$ cat config.mk
export PLATFORM = sky130hd
export DESIGN_NAME = stream_scoreboard
export DESIGN_NICKNAME = d
export VERILOG_FILES = /design/src/rtl/utils.sv /design/src/rtl/scb_fifo.sv /design/src/rtl/stream_scoreboard.sv
export SDC_FILE = /design/constraint.sdc
export NUM_CORES = 1
export LEC_CHECK = 0
export BUFFER_PORTS_ARGS = -buffer_cell sky130_fd_sc_hd__buf_2
export CAP_MARGIN = 20
export CELL_PAD_IN_SITES_DETAIL_PLACEMENT = 0
export CELL_PAD_IN_SITES_GLOBAL_PLACEMENT = 1
export CORE_MARGIN = 10
export CORE_UTILIZATION = 50
export DETAILED_ROUTE_END_ITERATION = 10
export GPL_ROUTABILITY_DRIVEN = 0
export HOLD_SLACK_MARGIN = 0.03
export PLACE_DENSITY = 0.87
export RECOVER_POWER = 100
export SYNTH_ARGS = -nofsm -noshare
export SYNTH_HDL_FRONTEND = slang
export SYNTH_HIERARCHICAL = 1
export SYNTH_SLANG_ARGS = --single-unit
$ cat constraint.sdc
create_clock -name clk -period 5.8 [get_ports clk]
set_input_delay 1.45 -clock clk [delete_from_list [all_inputs] [get_ports clk]]
set_output_delay 1.45 -clock clk [all_outputs]
set_load 0.05 [all_outputs]
$ cat src/rtl/utils.sv
// Shared bench-utility types: the test statistics word, the scoreboard state
// encoding and a saturating 32-bit adder used by the result counters.
package utils;

  typedef struct packed {
    logic [31:0] pass_cnt;
    logic [31:0] fail_cnt;
  } test_stats;

  typedef enum logic [1:0] {
    SCB_IDLE  = 2'd0,
    SCB_RUN   = 2'd1,
    SCB_DRAIN = 2'd2,
    SCB_DONE  = 2'd3
  } scb_state_e;

  function automatic logic [31:0] sat_add32(input logic [31:0] a, input logic [31:0] b);
    logic [32:0] sum_v;
    sum_v = {1'b0, a} + {1'b0, b};
    return sum_v[32] ? 32'hFFFF_FFFF : sum_v[31:0];
  endfunction

endpackage

$ cat src/rtl/scb_fifo.sv
// Synchronous FIFO holding expected words; one-bit-wider pointers give
// full/empty, and a read is never visible in the same cycle as its write.
module scb_fifo #(
  parameter int DATA_W = 32,
  parameter int DEPTH  = 16
) (
  input  logic                     clk,
  input  logic                     rst_n,
  input  logic                     push,
  input  logic                     pop,
  input  logic                     flush,
  input  logic [DATA_W-1:0]        din,
  output logic [DATA_W-1:0]        dout,
  output logic                     full,
  output logic                     empty,
  output logic [$clog2(DEPTH):0]   count
);

  localparam int AW = $clog2(DEPTH);

  logic [DATA_W-1:0] mem_r [DEPTH];
  logic [AW:0]       wr_ptr_r;
  logic [AW:0]       rd_ptr_r;
  logic              do_push_s;
  logic              do_pop_s;

  // a pop frees the slot, so a simultaneous push is legal even when full
  assign do_pop_s  = pop & ~empty;
  assign do_push_s = push & (~full | do_pop_s);

  assign count = wr_ptr_r - rd_ptr_r;
  assign full  = (count == (AW+1)'(DEPTH));
  assign empty = (wr_ptr_r == rd_ptr_r);
  assign dout  = mem_r[rd_ptr_r[AW-1:0]];

  // pointer registers with synchronous reset and flush
  always_ff @(posedge clk) begin
    if (!rst_n) begin
      wr_ptr_r <= '0;
      rd_ptr_r <= '0;
    end else if (flush) begin
      wr_ptr_r <= '0;
      rd_ptr_r <= '0;
    end else begin
      if (do_push_s) wr_ptr_r <= wr_ptr_r + (AW+1)'(1);
      if (do_pop_s)  rd_ptr_r <= rd_ptr_r + (AW+1)'(1);
    end
  end

  // storage array write port
  always_ff @(posedge clk) begin
    if (do_push_s) mem_r[wr_ptr_r[AW-1:0]] <= din;
  end

endmodule

$ cat src/rtl/stream_scoreboard.sv
// In-order scoreboard: queues expected words, compares them against actual
// words, keeps saturating pass/fail counts and captures the first failure.
module stream_scoreboard
  import utils::*;
#(
  parameter int DATA_W  = 32,
  parameter int DEPTH   = 16,
  parameter int TIMEOUT = 1024
) (
  input  logic              clk,
  input  logic              rst_n,
  input  logic              start,
  input  logic              finish,
  input  logic              exp_valid,
  output logic              exp_ready,
  input  logic [DATA_W-1:0] exp_data,
  input  logic              act_valid,
  output logic              act_ready,
  input  logic [DATA_W-1:0] act_data,
  output test_stats         stats,
  output logic              mismatch,
  output logic [31:0]       first_fail_idx,
  output logic [DATA_W-1:0] first_fail_exp,
  output logic [DATA_W-1:0] first_fail_act,
  output logic              busy,
  output logic              done,
  output logic              timed_out
);

  localparam int CW = $clog2(DEPTH) + 1;
  localparam int TW = $clog2(TIMEOUT + 1);

  scb_state_e        state_r, next_state_s;
  logic              push_s, pop_s, full_s, empty_s;
  logic [DATA_W-1:0] head_s;
  logic [CW-1:0]     count_s;
  logic              start_clr_s, drain_end_s, timeout_s;
  logic [TW-1:0]     idle_cnt_r;
  logic              cmp_valid_r, cmp_eq_r;
  logic [DATA_W-1:0] cmp_exp_r, cmp_act_r;
  logic [31:0]       pass_cnt_r, fail_cnt_r, cmp_idx_r, fail_add_s;
  logic              fail_seen_r, mismatch_r, timed_out_r;
  logic [31:0]       ff_idx_r;
  logic [DATA_W-1:0] ff_exp_r, ff_act_r;

  assign exp_ready   = (state_r == SCB_RUN) & ~full_s;
  assign act_ready   = ((state_r == SCB_RUN) | (state_r == SCB_DRAIN)) & ~empty_s;
  assign push_s      = exp_valid & exp_ready;
  assign pop_s       = act_valid & act_ready;
  assign start_clr_s = start & ((state_r == SCB_IDLE) | (state_r == SCB_DONE));
  assign drain_end_s = (state_r == SCB_DRAIN) & empty_s & ~cmp_valid_r;
  assign timeout_s   = (state_r == SCB_DRAIN) & ~drain_end_s & ~pop_s &
                       (idle_cnt_r == TW'(TIMEOUT - 1));
  // a timeout charges every still-queued word as a failure
  assign fail_add_s  = ((cmp_valid_r & ~cmp_eq_r) ? 32'd1 : 32'd0) +
                       (timeout_s ? 32'(count_s) : 32'd0);

  scb_fifo #(.DATA_W(DATA_W), .DEPTH(DEPTH)) u_fifo (
    .clk   (clk),
    .rst_n (rst_n),
    .push  (push_s),
    .pop   (pop_s),
    .flush (timeout_s),
    .din   (exp_data),
    .dout  (head_s),
    .full  (full_s),
    .empty (empty_s),
    .count (count_s)
  );

  // state register
  always_ff @(posedge clk) begin
    if (!rst_n) state_r <= SCB_IDLE;
    else        state_r <= next_state_s;
  end

  // next-state decode
  always_comb begin
    next_state_s = state_r;
    case (state_r)
      SCB_IDLE:  if (start) next_state_s = SCB_RUN;  else next_state_s = SCB_IDLE;
      SCB_RUN:   if (finish) next_state_s = SCB_DRAIN; else next_state_s = SCB_RUN;
      SCB_DRAIN: if (drain_end_s | timeout_s) next_state_s = SCB_DONE;
                 else next_state_s = SCB_DRAIN;
      SCB_DONE:  if (start) next_state_s = SCB_RUN;  else next_state_s = SCB_DONE;
      default:   next_state_s = SCB_IDLE;
    endcase
  end

  // compare stage: pop the head and register the equality result
  always_ff @(posedge clk) begin
    if (!rst_n) begin
      cmp_valid_r <= 1'b0;
      cmp_eq_r    <= 1'b0;
      cmp_exp_r   <= '0;
      cmp_act_r   <= '0;
    end else begin
      cmp_valid_r <= pop_s;
      if (pop_s) begin
        cmp_eq_r  <= (head_s == act_data);
        cmp_exp_r <= head_s;
        cmp_act_r <= act_data;
      end
    end
  end

  // DRAIN idle timer, restarted by every actual-word handshake
  always_ff @(posedge clk) begin
    if (!rst_n || start_clr_s) begin
      idle_cnt_r <= '0;
    end else if (state_r == SCB_DRAIN) begin
      if (pop_s) idle_cnt_r <= '0;
      else       idle_cnt_r <= idle_cnt_r + TW'(1);
    end
  end

  // result counters, mismatch pulse and first-failure capture
  always_ff @(posedge clk) begin
    if (!rst_n || start_clr_s) begin
      pass_cnt_r  <= 32'd0;
      fail_cnt_r  <= 32'd0;
      cmp_idx_r   <= 32'd0;
      fail_seen_r <= 1'b0;
      mismatch_r  <= 1'b0;
      timed_out_r <= 1'b0;
      ff_idx_r    <= 32'd0;
      ff_exp_r    <= '0;
      ff_act_r    <= '0;
    end else begin
      mismatch_r <= cmp_valid_r & ~cmp_eq_r;
      fail_cnt_r <= sat_add32(fail_cnt_r, fail_add_s);
      if (cmp_valid_r) begin
        cmp_idx_r <= sat_add32(cmp_idx_r, 32'd1);
        if (cmp_eq_r) begin
          pass_cnt_r <= sat_add32(pass_cnt_r, 32'd1);
        end else if (!fail_seen_r) begin
          fail_seen_r <= 1'b1;
          ff_idx_r    <= cmp_idx_r;
          ff_exp_r    <= cmp_exp_r;
          ff_act_r    <= cmp_act_r;
        end
      end
      if (timeout_s) timed_out_r <= 1'b1;
    end
  end

  assign stats          = {pass_cnt_r, fail_cnt_r};
  assign mismatch       = mismatch_r;
  assign first_fail_idx = ff_idx_r;
  assign first_fail_exp = ff_exp_r;
  assign first_fail_act = ff_act_r;
  assign timed_out      = timed_out_r;
  assign busy           = (state_r == SCB_RUN) | (state_r == SCB_DRAIN);
  assign done           = (state_r == SCB_DONE);

endmodule

==> results of run 1 <==
## critical path, delay by kind of cell (launching register included)
family / cells / cell delay (ns)
simple gates: 5 / 2.09
compound gates: 3 / 0.84
flops: 1 / 0.60
fa+ha+maj: 1 / 0.37
buf+inv: 1 / 0.83
## power by group through the flow
stage	Combinational, mW	Sequential, mW	Clock, mW
floorplan	0.133	6.20	0
global placement	0.258	6.20	0
detailed placement	0.266	6.20	0
CTS	0.270	6.08	5.31
global route	0.287	6.08	5.53
finish	0.266	6.08	5.23
## through the flow
step / worst slack (ns) / instances / area, um2
5_1_grt: 0.423 / 3352 / 36100
6_report: 0.665 / 3352 / 36100
3_3_place_gp: 1.60 / 3203 / 33800
3_5_place_dp: 1.54 / 3203 / 33800
2_1_floorplan: 0.197 / 2218 / 31600
4_1_cts: 0.879 / 3347 / 36400
## routing by layer
metal	vias to the layer above	share of wire
li1	8785	-
met5	-	0.00033
met2	829	0.51
met1	10100	0.39
met4	4	0.031
met3	169	0.075
## cell usage in the layout, fill, tap and decap left out, types with 20 or more instances in the layout
master,instances
xor2_1,61
ha_1,20
a21boi_0,64
edfxtp_1,512
nor3_1,22
mux4_2,160
nand3_1,45
clkbuf_1,228
inv_1,23
xnor2_1,35
nand2_1,371
and3_1,31
nor2_1,45
a21oi_1,168
buf_2,35
clkbuf_16,84
dfxtp_1,285
nand4_1,44
a31oi_1,20
## final cells by class
| type | instances | area share |
|---|---|---|
| Multi-Input combinational cell | 1265 | 0.275 |
| Inverter | 24 | 0.00250 |
| Clock inverter | 35 | 0.0109 |
| Tap cell | 846 | 0.0294 |
| Timing Repair Buffer | 268 | 0.0321 |
| Sequential cell | 800 | 0.586 |
| Clock buffer | 109 | 0.0631 |
| Antenna cell | 5 | 0.000347 |
## state kept, by name (all words and copies together) (netlist names), named ones only
signal and flops:
cmp_act_r 32, cmp_eq_r 1, cmp_exp_r 32, cmp_idx_r 32, cmp_valid_r 1, fail_cnt_r 32
fail_seen_r 1, first_fail_act 32, first_fail_exp 32, first_fail_idx 32, idle_cnt_r 11, mismatch 1
pass_cnt_r 32, state_r 2, timed_out 1, u_fifo/mem_r 512, u_fifo/rd_ptr_r 5, u_fifo/wr_ptr_r 5
## how the worst max path moves through the flow
stage	start	end	cells past startpoint
6_report	u_fifo/wr_ptr_r[2]$_SDFFE_PP0P_	u_fifo/mem_r[5][29]$_DFFE_PP_	10
3_3_place_gp	u_fifo/wr_ptr_r[0]$_SDFFE_PP0P_	exp_ready	9
4_1_cts	u_fifo/wr_ptr_r[0]$_SDFFE_PP0P_	exp_ready	9
3_5_place_dp	u_fifo/wr_ptr_r[2]$_SDFFE_PP0P_	u_fifo/mem_r[7][5]$_DFFE_PP_	10
5_1_grt	u_fifo/wr_ptr_r[2]$_SDFFE_PP0P_	u_fifo/mem_r[15][22]$_DFFE_PP_	10
2_1_floorplan	u_fifo/wr_ptr_r[0]$_SDFFE_PP0P_	u_fifo/mem_r[3][0]$_DFFE_PP_	13
## logic make-up (layout without fill, tap and decap cells)
family          count (synthesis)  after routing  synth area share
other cells                     0              5                 0
compound gates                316            316            0.0608
fa+ha+maj                      23             23           0.00981
xor+xnor                       97             97            0.0271
flops                         800            800             0.668
mux                           164            164             0.115
simple gates                  665            665            0.0992
buf+inv                       153            436            0.0197
==> results_dict.tcl, run 1 <==
set metrics [dict create \
    cp-start-kind "register" \
    die_h_um 272 \
    timing.rr.end "u_fifo/mem_r[5][29]$_DFFE_PP_" \
    use_met2 0.368 \
    cp_slowest_cell "nor2_2" \
    post_cts_hold_buffer_count 0 \
    rows 92 \
    tightest_slew_ns 2.84 \
    drv_slew 385 \
    synth_area_leaders "edfxtp_1, dfxtp_1, mux4_2, nand2_1, a21oi_1" \
    start_util 0.503 \
    drtPass1Iterations 5 \
    ir_drop_mv 0.241 \
    synth_common_cells "edfxtp_1, nand2_1, dfxtp_1" \
    outcome "finished, violations left" \
    fin_skew_ns 0.0264 \
    hp-start "cmp_act_r[15]$_SDFFE_PN0N_" \
    power.density_mw_per_mm2 321 \
    use_met3 0.0499 \
    portBuffers 235 \
    fin_crit_ns 5.13 \
    power_frac_seq 0.525 \
    synth_area_per_cell_um2 14.3 \
    numCtsBuffers 81 \
    area_delta_synth_final_pct 14.0 \
    clock-sinks 800 \
    combPwrFrac 0.023 \
    hold_depth 2 \
    vias 19900 \
    drive_above_1_share 0.148 \
    finalHoldViolCount 0 \
    first_global_vias 19800 \
    clk_latency_ns 0.64 \
    cp.arrival_ns 5.37 \
    synth_cell_types 65 \
    leakagePower_nw 11.2 \
    core_area_mm2 0.0629 \
    fmax_mhz 195 \
    path_cells "ha_1 > and3b_1 > o21ai_0 > a2111oi_4 > nor2_1 > and2_0 > nand2_1 > a21o_1 > nor2_2 > clkbuf_1" \
    yosysWarnings 6 \
    synth-async-reset-ratio 0 \
    htreeDepth 3 \
    p_int_mw 9.22 \
    cts.clk_slew.worst_paths_ns 0.06 \
    seq_area_mm2 0.0211 \
    clk_path_buf_depth 3 \
    failed_checks "capacitance limit, slew limit" \
    fill_cells 4932 \
    die_w_um 272 \
    min_path_type "reg2reg" \
    maxCapViolations 11 \
    worst_slew_margin_rel -0.893 \
    cpPeakStageDelay_ns 1.26 \
    path_max_fanout 21 \
    pin_count 236 \
    clockPowerShare 0.452 \
    grt_util_all_layers 0.217 \
    timing.rr.start "u_fifo/wr_ptr_r[2]$_SDFFE_PP0P_" \
    whs_endpoint "first_fail_act[15]$_SDFFE_PP0P_" \
    end_kind "register" \
    synth_edf_count 512 \
    place_hpwl_um 51200 \
    synth.most_common_cell "edfxtp_1" \
    crit_type "reg2reg" \
    cts_tree "yes" \
    multi_input_area_mm2 0.00992 \
    postSynthNetCount 2311 \
    ys_ff_latch 800 \
    grtUsageMet1 0.271 \
    vias_per_cell 5.93 \
    post_cts_buffers 0 \
    seq_area_frac_synth 0.668 \
    switching_share 0.204 \
    synth_top_area_frac 0.486 \
    power.total_mw 11.6 \
    fin_tns_setup_ns 0 \
    r2r_cells 10 \
    post-synth-top-area-cell "edfxtp_1" \
    wl_per_cell_um 24.3 \
    grt_max_degree 97 \
    post-route-period-util 0.885 \
    gr-max-usage-layer "met2" \
    initialDrtViolationCount 2045 \
    postSynthCellCount 2218 \
    grt_overflow 0 \
    hold-worst-slack_ns 0.450 \
    synthesis.area_mm2 0.0316 \
    cts_resized 0 \
    fin_nets 2533 \
    rrSetupSlack_ns 0.67 \
    cts-root-buf "clkbuf_16" \
    grt_pass1_wl_um 123000 \
    required_ns 6.03 \
    drc 0 \
    setup-violations-final 0 \
    power.switching_mw 2.36 \
    wl_um 81600 \
    rsz0062_at_grt "false" \
    synthFlopType "edfxtp_1" \
    ant_nets 0 \
    die_area_mm2 0.0737 \
    antenna_found_initial 7 \
    final_util 0.574 \
]
No activity file was read; power rests on OpenSTA's default activity.
==> run 2, diff against run 1 <==
--- a/config.mk
+++ b/config.mk
@@ -5,7 +5,7 @@
 export SDC_FILE = /design/constraint.sdc
 export NUM_CORES = 1
 export LEC_CHECK = 0
-export BUFFER_PORTS_ARGS = -buffer_cell sky130_fd_sc_hd__buf_2
+export BUFFER_PORTS_ARGS = -buffer_cell sky130_fd_sc_hd__clkbuf_2
 export CAP_MARGIN = 20
 export CELL_PAD_IN_SITES_DETAIL_PLACEMENT = 0
 export CELL_PAD_IN_SITES_GLOBAL_PLACEMENT = 1
==> results_dict.tcl, run 2 (synthesis gave the netlist of run 1 again) <==
set metrics [dict create \
    outcome "finished, violations left" \
    failed_checks "capacitance limit, slew limit" \
    power.switching_mw 2.35 \
    combPwrFrac 0.024 \
    grt_overflow 0 \
    post_cts_hold_buffer_count 0 \
    antenna_found_initial 7 \
    cp-start-kind "register" \
    largest_reg_flops 512 \
    vias_per_cell 5.86 \
    die_area_mm2 0.0737 \
    power_frac_seq 0.541 \
    rsz0062_at_grt "false" \
    power.density_mw_per_mm2 313 \
    timing.critical_path.mode_cell "clkbuf_2" \
    core_area_mm2 0.0629 \
    fill_cells 4961 \
    cts.clk_slew.worst_paths_ns 0.06 \
    setup-violations-final 0 \
    drtPass1Iterations 5 \
    cts-root-buf "clkbuf_16" \
    fmax_mhz 197 \
    cts_resized 0 \
    path_cells "ha_1 > nand4_1 > nor2_1 > nor2b_1 > nand2_2 > clkbuf_2 > inv_1 > o21ai_0 > a21o_1 > nor2_4 > clkbuf_2" \
    drc 0 \
    area_delta_synth_final_pct 13.4 \
    dp.cells 3202 \
    pre_cts_slack_ns 1.45 \
    placed_cell_area_mm2 0.0338 \
    min_path_type "reg2reg" \
    first_global_vias 19900 \
    numCtsBuffers 79 \
    end_kind "register" \
    crit_type "reg2reg" \
    wl_per_cell_um 24.1 \
    post_layout_nonfiller_instances 3352 \
    die_h_um 272 \
    drive_above_1_share 0.151 \
    grt_max_degree 110 \
    clk_path_buf_depth 3 \
    vias 19600 \
    p_int_mw 8.88 \
    design_area_mm2 0.0359 \
    final_util 0.571 \
    clockPowerShare 0.435 \
    worst_slew_margin_rel -0.812 \
    leakagePower_nw 11.1 \
    power.total_mw 11.2 \
    layout_commonest_cell "edfxtp_1" \
    ir_drop_mv 0.386 \
    grt_pass1_wl_um 123000 \
    cp_slowest_cell "nor2_4" \
    place_hpwl_um 50600 \
    tightest_slew_ns 2.71 \
    clock-sinks 800 \
    die_w_um 272 \
    start_util 0.503 \
    portBuffers 235 \
    ant_nets 0 \
    rows 92 \
    post-route-period-util 0.877 \
    fin_nets 2530 \
    initialDrtViolationCount 1848 \
    clk_latency_ns 0.63 \
    post_cts_buffers 0 \
    final_cell_mix "edfxtp_1, nand2_1, dfxtp_1" \
    hold-worst-slack_ns 0.453 \
    htreeDepth 3 \
    grt_util_all_layers 0.216 \
    cts_tree "yes" \
    cp.arrival_ns 5.34 \
    finalHoldViolCount 0 \
    fin_skew_ns 0.0182 \
    drv_slew 119 \
    pin_count 236 \
    required_ns 6.05 \
    fin_ws_ns 0.715 \
    cpPeakStageDelay_ns 0.73 \
    fin_crit_ns 5.09 \
    maxCapViolations 2 \
    path_max_fanout 66 \
    wl_um 80800 \
    fin_tns_setup_ns 0 \
    switching_share 0.209 \
]
-- run 2: cell types whose count changed in the layout (fill, tap and decap cells not counted), sizes merged --
cell	previous run	this run
buf	52	14
clkbuf	325	359
clkinv	20	28
bufinv	7	2
inv	27	30
clkinvlp	5	4
diode	5	4
-- run 2: layer usage --
metal / track usage / wire length [um]
met1: 0.270 / 31900
met2: 0.371 / 41100
met3: 0.0453 / 5490
met4: 0.0705 / 2250
met5: 0 / 28
-- run 2: cell type report --
cell class	instances	area [um2]	share of cell area
timing repair buffer	267	1150	0.0320
clock buffer	106	2170	0.0605
inverter	24	90.1	0.00251
tap	846	1060	0.0295
multi-input combinational	1265	9960	0.278
sequential	800	21100	0.589
antenna	4	10.0	0.000279
clock inverter	40	302	0.00840
-- run 2: worst paths after layout --
path / slack [ns] / startpoint / cells after the start / to
worst min-delay path: 0.45 / cmp_act_r[19]$_SDFFE_PN0N_ / 2 / first_fail_act[19]$_SDFFE_PP0P_
worst min register to register: 0.45 / cmp_act_r[19]$_SDFFE_PN0N_ / 2 / first_fail_act[19]$_SDFFE_PP0P_
worst max register to register: 0.71 / u_fifo/wr_ptr_r[2]$_SDFFE_PP0P_ / 11 / u_fifo/mem_r[7][7]$_DFFE_PP_
worst max-delay path: 0.71 / u_fifo/wr_ptr_r[2]$_SDFFE_PP0P_ / 11 / u_fifo/mem_r[7][7]$_DFFE_PP_
-- run 2: power groups by stage --
stage	registers, mW	clock network, mW	logic, mW
after CTS	6.08	4.96	0.271
after global routing	6.08	5.17	0.286
after detailed placement	6.20	0	0.268
final	6.08	4.89	0.264
after floorplan	6.20	0	0.133
after global placement	6.20	0	0.258
-- run 2: critical path, delay by kind of cell, from the launching register on --
kind,cells,cell delay (ns)
AOI/OAI and AO/OA,2,0.86
adders and majority gates,1,0.38
buffers and inverters,3,1.54
DFF,1,0.60
and+or+nand+nor,5,1.30
